## config.mk

```make
export PLATFORM = sky130hd
export DESIGN_NAME = defect_extreme_points_roi
export DESIGN_NICKNAME = d
export VERILOG_FILES = /design/src/rtl/defect_extreme_points_roi.sv
export SDC_FILE = /design/constraint.sdc
export NUM_CORES = 1
export LEC_CHECK = 0
export BUFFER_PORTS_ARGS = -buffer_cell sky130_fd_sc_hd__buf_2
export CORE_MARGIN = 4
export CORE_UTILIZATION = 58
export DETAILED_ROUTE_END_ITERATION = 8
export PLACE_DENSITY = 0.81
export SLEW_MARGIN = 20
export SYNTH_ARGS = -nofsm -noshare
export SYNTH_HDL_FRONTEND = slang
export SYNTH_SLANG_ARGS = --single-unit
export TNS_END_PERCENT = 30
```

## constraint.sdc

```tcl
create_clock -name pixclk_in -period 4.67 [get_ports pixclk_in]
set_input_delay 0.467 -clock pixclk_in [delete_from_list [all_inputs] [get_ports pixclk_in]]
set_output_delay 0.467 -clock pixclk_in [all_outputs]
set_load 0.02 [all_outputs]
```

## src/rtl/defect_extreme_points_roi.sv

```systemverilog
// Per-frame defect locator on a binarised pixel stream.
// Inside a ROI it tracks the leftmost, rightmost, topmost and bottommost defect pixels and counts
// the defect pixels. The results for frame N are published on the rising edge of bin2_vs that
// starts frame N+1 and are held until the next publish.
// Ports:
//   pixclk_in, rst_n             clock, asynchronous active-low reset
//   bin2_vs/bin2_de/bin2_data    frame sync, pixel valid, defect bit
//   roi_x0/x1/y0/y1, min_area    ROI (inclusive) and noise floor; sampled at frame start
//   defect_pN_x/y                N=1..4: leftmost, rightmost, topmost, bottommost
//   defect_area, defect_valid    last frame's count (saturating) and area >= min_area, area != 0
//   frame_done                   1-cycle pulse, coincident with the outputs updating
//   point_vs, point_de           bin2_vs/bin2_de delayed DELAY_CYCLES clocks
module defect_extreme_points_roi #(
  parameter int unsigned IMG_WIDTH    = 640,
  parameter int unsigned IMG_HEIGHT   = 480,
  parameter int unsigned COORD_WID    = 11,
  parameter int unsigned AREA_WID     = 20,
  parameter int unsigned DELAY_CYCLES = 1
) (
  input  logic                 pixclk_in,
  input  logic                 rst_n,
  input  logic                 bin2_vs,
  input  logic                 bin2_de,
  input  logic                 bin2_data,
  input  logic [COORD_WID-1:0] roi_x0,
  input  logic [COORD_WID-1:0] roi_x1,
  input  logic [COORD_WID-1:0] roi_y0,
  input  logic [COORD_WID-1:0] roi_y1,
  input  logic [AREA_WID-1:0]  min_area,
  output logic [COORD_WID-1:0] defect_p1_x,
  output logic [COORD_WID-1:0] defect_p1_y,
  output logic [COORD_WID-1:0] defect_p2_x,
  output logic [COORD_WID-1:0] defect_p2_y,
  output logic [COORD_WID-1:0] defect_p3_x,
  output logic [COORD_WID-1:0] defect_p3_y,
  output logic [COORD_WID-1:0] defect_p4_x,
  output logic [COORD_WID-1:0] defect_p4_y,
  output logic [AREA_WID-1:0]  defect_area,
  output logic                 defect_valid,
  output logic                 frame_done,
  output logic                 point_vs,
  output logic                 point_de
);

  localparam logic [COORD_WID-1:0] XLim = COORD_WID'(IMG_WIDTH);
  localparam logic [COORD_WID-1:0] YLim = COORD_WID'(IMG_HEIGHT);

  typedef enum logic [0:0] {StIdle, StActive} state_e;

  state_e state_q, state_d;

  logic                 vs_d, de_d;
  logic [COORD_WID-1:0] x_cnt, y_cnt;
  logic [COORD_WID-1:0] rx0_q, rx1_q, ry0_q, ry1_q;
  logic [AREA_WID-1:0]  min_area_q;
  logic [COORD_WID-1:0] p1x_q, p1y_q, p2x_q, p2y_q, p3x_q, p3y_q, p4x_q, p4y_q;
  logic [COORD_WID-1:0] p1x_d, p1y_d, p2x_d, p2y_d, p3x_d, p3y_d, p4x_d, p4y_d;
  logic [AREA_WID-1:0]  area_q, area_d;
  logic [DELAY_CYCLES-1:0] vs_dly, de_dly;

  logic                 vs_rise, de_fall, publish, hit;
  logic [COORD_WID-1:0] x_pix, y_pix, rx0, rx1, ry0, ry1;

  assign vs_rise = bin2_vs & ~vs_d;
  assign de_fall = ~bin2_de & de_d;
  assign publish = (state_q == StActive) & vs_rise;

  // A pixel in the vs_rise cycle belongs to the new frame: row 0, and the freshly presented ROI.
  assign x_pix = x_cnt;
  assign y_pix = vs_rise ? '0 : y_cnt;
  assign rx0   = vs_rise ? roi_x0 : rx0_q;
  assign rx1   = vs_rise ? roi_x1 : rx1_q;
  assign ry0   = vs_rise ? roi_y0 : ry0_q;
  assign ry1   = vs_rise ? roi_y1 : ry1_q;

  // An inverted ROI fails one of the bound pairs, so it naturally counts nothing.
  assign hit = ((state_q == StActive) | vs_rise) & bin2_de & bin2_data &
               (x_pix < XLim) & (y_pix < YLim) &
               (x_pix >= rx0) & (x_pix <= rx1) & (y_pix >= ry0) & (y_pix <= ry1);

  always_comb begin
    state_d = state_q;
    if (vs_rise) state_d = StActive;
  end

  always_comb begin
    p1x_d = p1x_q; p1y_d = p1y_q; p2x_d = p2x_q; p2y_d = p2y_q;
    p3x_d = p3x_q; p3y_d = p3y_q; p4x_d = p4x_q; p4y_d = p4y_q;
    area_d = area_q;
    if (vs_rise) begin
      p1x_d = '0; p1y_d = '0; p2x_d = '0; p2y_d = '0;
      p3x_d = '0; p3y_d = '0; p4x_d = '0; p4y_d = '0;
      area_d = '0;
    end
    if (hit) begin
      // area saturates rather than wraps, so zero reliably means "nothing seen yet"
      if (area_d == '0) begin
        p1x_d = x_pix; p1y_d = y_pix; p2x_d = x_pix; p2y_d = y_pix;
        p3x_d = x_pix; p3y_d = y_pix; p4x_d = x_pix; p4y_d = y_pix;
      end else begin
        if (x_pix < p1x_d) begin p1x_d = x_pix; p1y_d = y_pix; end
        if (x_pix > p2x_d) begin p2x_d = x_pix; p2y_d = y_pix; end
        if (y_pix > p4y_d) begin p4x_d = x_pix; p4y_d = y_pix; end
      end
      if (area_d != '1) area_d = area_d + 1'b1;
    end
  end

  always_ff @(posedge pixclk_in or negedge rst_n) begin
    if (!rst_n) begin
      state_q    <= StIdle;
      vs_d       <= 1'b0;
      de_d       <= 1'b0;
      x_cnt      <= '0;
      y_cnt      <= '0;
      rx0_q      <= '0;
      rx1_q      <= '0;
      ry0_q      <= '0;
      ry1_q      <= '0;
      min_area_q <= '0;
      p1x_q <= '0; p1y_q <= '0; p2x_q <= '0; p2y_q <= '0;
      p3x_q <= '0; p3y_q <= '0; p4x_q <= '0; p4y_q <= '0;
      area_q <= '0;
    end else begin
      state_q <= state_d;
      vs_d    <= bin2_vs;
      de_d    <= bin2_de;
      if (de_fall)                 x_cnt <= '0;
      else if (bin2_de && ~&x_cnt) x_cnt <= x_cnt + 1'b1;
      if (vs_rise)                 y_cnt <= '0;
      else if (de_fall && ~&y_cnt) y_cnt <= y_cnt + 1'b1;
      if (vs_rise) begin
        rx0_q      <= roi_x0;
        rx1_q      <= roi_x1;
        ry0_q      <= roi_y0;
        ry1_q      <= roi_y1;
        min_area_q <= min_area;
      end
      p1x_q <= p1x_d; p1y_q <= p1y_d; p2x_q <= p2x_d; p2y_q <= p2y_d;
      p3x_q <= p3x_d; p3y_q <= p3y_d; p4x_q <= p4x_d; p4y_q <= p4y_d;
      area_q <= area_d;
    end
  end

  // Result registers; min_area_q still holds the finishing frame's threshold at publish time.
  always_ff @(posedge pixclk_in or negedge rst_n) begin
    if (!rst_n) begin
      defect_p1_x <= '0; defect_p1_y <= '0; defect_p2_x <= '0; defect_p2_y <= '0;
      defect_p3_x <= '0; defect_p3_y <= '0; defect_p4_x <= '0; defect_p4_y <= '0;
      defect_area  <= '0;
      defect_valid <= 1'b0;
      frame_done   <= 1'b0;
    end else begin
      frame_done <= publish;
      if (publish) begin
        defect_p1_x <= p1x_q; defect_p1_y <= p1y_q; defect_p2_x <= p2x_q; defect_p2_y <= p2y_q;
        defect_p3_x <= p3x_q; defect_p3_y <= p3y_q; defect_p4_x <= p4x_q; defect_p4_y <= p4y_q;
        defect_area  <= area_q;
        defect_valid <= (area_q != '0) && (area_q >= min_area_q);
      end
    end
  end

  always_ff @(posedge pixclk_in or negedge rst_n) begin
    if (!rst_n) begin
      vs_dly <= '0;
      de_dly <= '0;
    end else begin
      vs_dly[0] <= bin2_vs;
      de_dly[0] <= bin2_de;
      for (int i = 1; i < int'(DELAY_CYCLES); i++) begin
        vs_dly[i] <= vs_dly[i-1];
        de_dly[i] <= de_dly[i-1];
      end
    end
  end

  assign point_vs = vs_dly[DELAY_CYCLES-1];
  assign point_de = de_dly[DELAY_CYCLES-1];

endmodule
```

==> summary.txt <==
max-slew violations = 0
CTS H-tree lvls = 1
met2 Use GR = 40.9%
Final period util = 88.4%
Synthesized Nets = 1475
Crit Path Max Fanout = 28
Post-CTS Hold Buffers = 0
post_cts resized = 0
layout cells sized above 1 = 24.4%
Setup crit end kind = flip-flop
Distinct cells, synth = 54
Crit Reg-Reg Endpoint = p3x_q[1]
setup_tns = 0 ns
residual DRC count = 0
vias per cell = 5.76
M1 GR Usage = 34.5%
Net Sw Power = 1450 µW
failing checks = hold timing
setup ws final = 0.544 ns
Rows = 57
Synth area leader = dfrtp_1
layout net count = 1650
Arr. time, crit path = 4.60 ns
# diodes = 0
Synth Area in Simple Gates = 11.8%
largest family of logic cells by synthesized area = multiplexers
Final Hold Violating Endpoints = 10
Synth Area in XOR/XNOR = 1.14%
clk sinks = 307
DIE AREA = 27700 µm²
DRT antenna net count = 0
initial core utilization = 59.3%
# fillers = 1823
pin count of the biggest net entering global routing = 126
top_reg_cell synth = dfrtp_1
P per Cell Area = 344 nW/µm²
FF+latch count, synth = 307
Pint = 4330 µW
worst path required time = 5.14 ns
GRT overflow = 0
Crit. Startpoint = point_vs
biggest regs = area_q (20), defect_area (20), min_area_q (20)
synth warn = 0
critical path launch point type = flip-flop
global-route wire length before repair = 57000 µm
Global Route Usage Sum = 24.8%
Sw Share = 25.0%
Comb pwr share = 10.0%
max cap viols = 0
compound-cell area share of the yosys netlist = 6.97%
Die Y-Extent = 166 µm
final hold slack = -0.0351 ns
CTS max path bufs = 3
post-DR wirelength/cell = 19.1 µm
Max Fclk = 0.242 GHz
vias in the first global route = 11000
Worst Skew = 0.00883 ns
RR Startpoint = point_vs
global route hottest layer = met2
num ports = 181
Slew HR = 26.1%
Sequential Power Share = 48.7%
most common cell after layout, fill and taps aside = dfrtp_1
ys async rst share = 100%
post-layout util = 68.6%
Detailed Route WL = 34900 µm
CTS root buffer = clkbuf_16
reg2reg setup slack = 0.54 ns
routed via count = 10500
CTS tree = yes
met3 Resource Use GR = 4.05%
commonest non-fill, non-tap cells in the layout = dfrtp_1, nand2_1, buf_2
clock power share = 41.3%
area delta synth->final = 15.5%
LEAKAGE = 0.00924 µW
Post-synth EDFFs = 0
initial drt markers = 660
# setup viols final = 0
Core Region = 24500 µm²
Synth Instances = 1306
CP Class = flip-flop to flip-flop
Post-CTS Setup Inserts = 0
Post-Syn Area = 14600 µm²
Syn Area/Cell = 11.1 µm²
post-synth top area share = 52.8%
worst vdd ir = 285 µV
CTS clk-pin slew, worst paths = 0.06 ns
min Tclk post-route = 4.13 ns
HP Class = input pin to asynchronous set/reset pin
CTS Buf Count = 31
Worst Tran Pin Value = 1.10 ns
drt pass-1 iters = 5
Critical Path End = p3x_q[1]
dpl ws = 0.581 ns
R2R cell count = 12
initial antenna violation count = 0
clk_lat worst skew = 0.56 ns
multiplexer share of the synthesized area = 14.7%
Synth area leaders = dfrtp_1, ha_1, mux2_2
status = finished, violations left
register area share after synthesis = 52.8%
input/output buffers = 180
adder-cell share of the synthesized area = 8.59%
RSZ-0062 raised after global routing = false
DP HPWL = 24900 µm
Final GP Congestion = 0.850
die extent in x = 166 µm
## cell type report
class | instances | area, µm² | share of cell area, %
repair buffers | 199 | 1080 | 6.41
clock inverters | 11 | 65.1 | 0.387
multi-input cells | 850 | 6320 | 37.6
clock buffers | 43 | 921 | 5.47
inverters | 92 | 345 | 2.05
flip-flops and latches | 307 | 7680 | 45.7
well taps | 324 | 405 | 2.41
## cell families after synthesis
logic type / after synthesis
xor gates and xnor gates: 19
adders and majority gates: 100
and+or+nand+nor: 362
AOI/OAI and AO/OA: 168
buffers and inverters: 149
muxes: 201
DFF: 307
## metrics by stage
step | hold WS, ns | cell area, µm² | total power, µW | instances
finish | -0.0351 | 16800 | 5780 | 1826
CTS | 0.0336 | 16800 | 5830 | 1826
floorplan | 0.171 | 14600 | 3210 | 1306
global placement | 0.459 | 15800 | 3410 | 1772
global route | 0.0735 | 16800 | 6030 | 1826
detailed placement | 0.466 | 15800 | 3440 | 1772
## routing by layer
metal  wire length (µm)  vias to the layer above
met1              15300                     5236
met2              16700                      327
met5                  0                        -
met3               2020                       63
li1                   -                     4888
met4                943                        0
## power by group through the flow
stage	clock (µW)	sequential, µW	combinational, µW
floorplan	0	2840	372
global placement	0	2850	552
detailed placement	0	2860	579
CTS	2430	2810	585
global route	2540	2820	667
finish	2390	2810	581
## Yosys cell counts, types with 2 or more instances
cell / instances
dfrtp_1: 307
nand2_1: 187
mux2_2: 106
ha_1: 100
mux2i_1: 93
inv_1: 91
nand3_1: 45
o21ai_0: 43
a21oi_1: 40
clkbuf_1: 39
nor2_1: 33
o21ai_1: 23
nand4_1: 18
a21o_1: 17
and3_1: 14
and4_1: 11
o211ai_1: 11
xnor2_1: 11
nor4_1: 9
buf_2: 8
or4_1: 8
xor2_1: 8
a211oi_1: 7
and2_1: 7
buf_1: 7
nor2b_1: 6
a31oi_1: 5
nand2b_1: 5
nor3_1: 5
nor3b_1: 5
a211o_1: 3
a41oi_1: 3
o31ai_1: 3
or3_1: 3
a2111oi_0: 2
buf_4: 2
mux2_1: 2
nand3b_1: 2
or4_4: 2
## worst max-delay path: stages (launching register included)
cell      delay, ns
dfrtp_1        0.45
nand2b_4       0.44
buf_4          0.32
nand2_1        0.27
ha_1           0.37
o211ai_1       0.10
a211o_1        0.33
a211o_1        0.32
nor4_2         0.18
buf_4          0.38
nor2b_2        0.20
buf_4          0.37
mux2i_1        0.27
## how the worst min path moves through the flow
stage,end,startpoint,cells past startpoint
3_3_place_gp,rx0_q[0],rx0_q[0],2
3_5_place_dp,defect_area[0],defect_area[0],2
5_1_grt,defect_p3_y[1],rst_n,1
6_report,defect_p3_y[1],rst_n,1
4_1_cts,defect_p3_y[9],rst_n,1
2_1_floorplan,area_q[0],rst_n,0
Power figures use the tool's default switching activity.
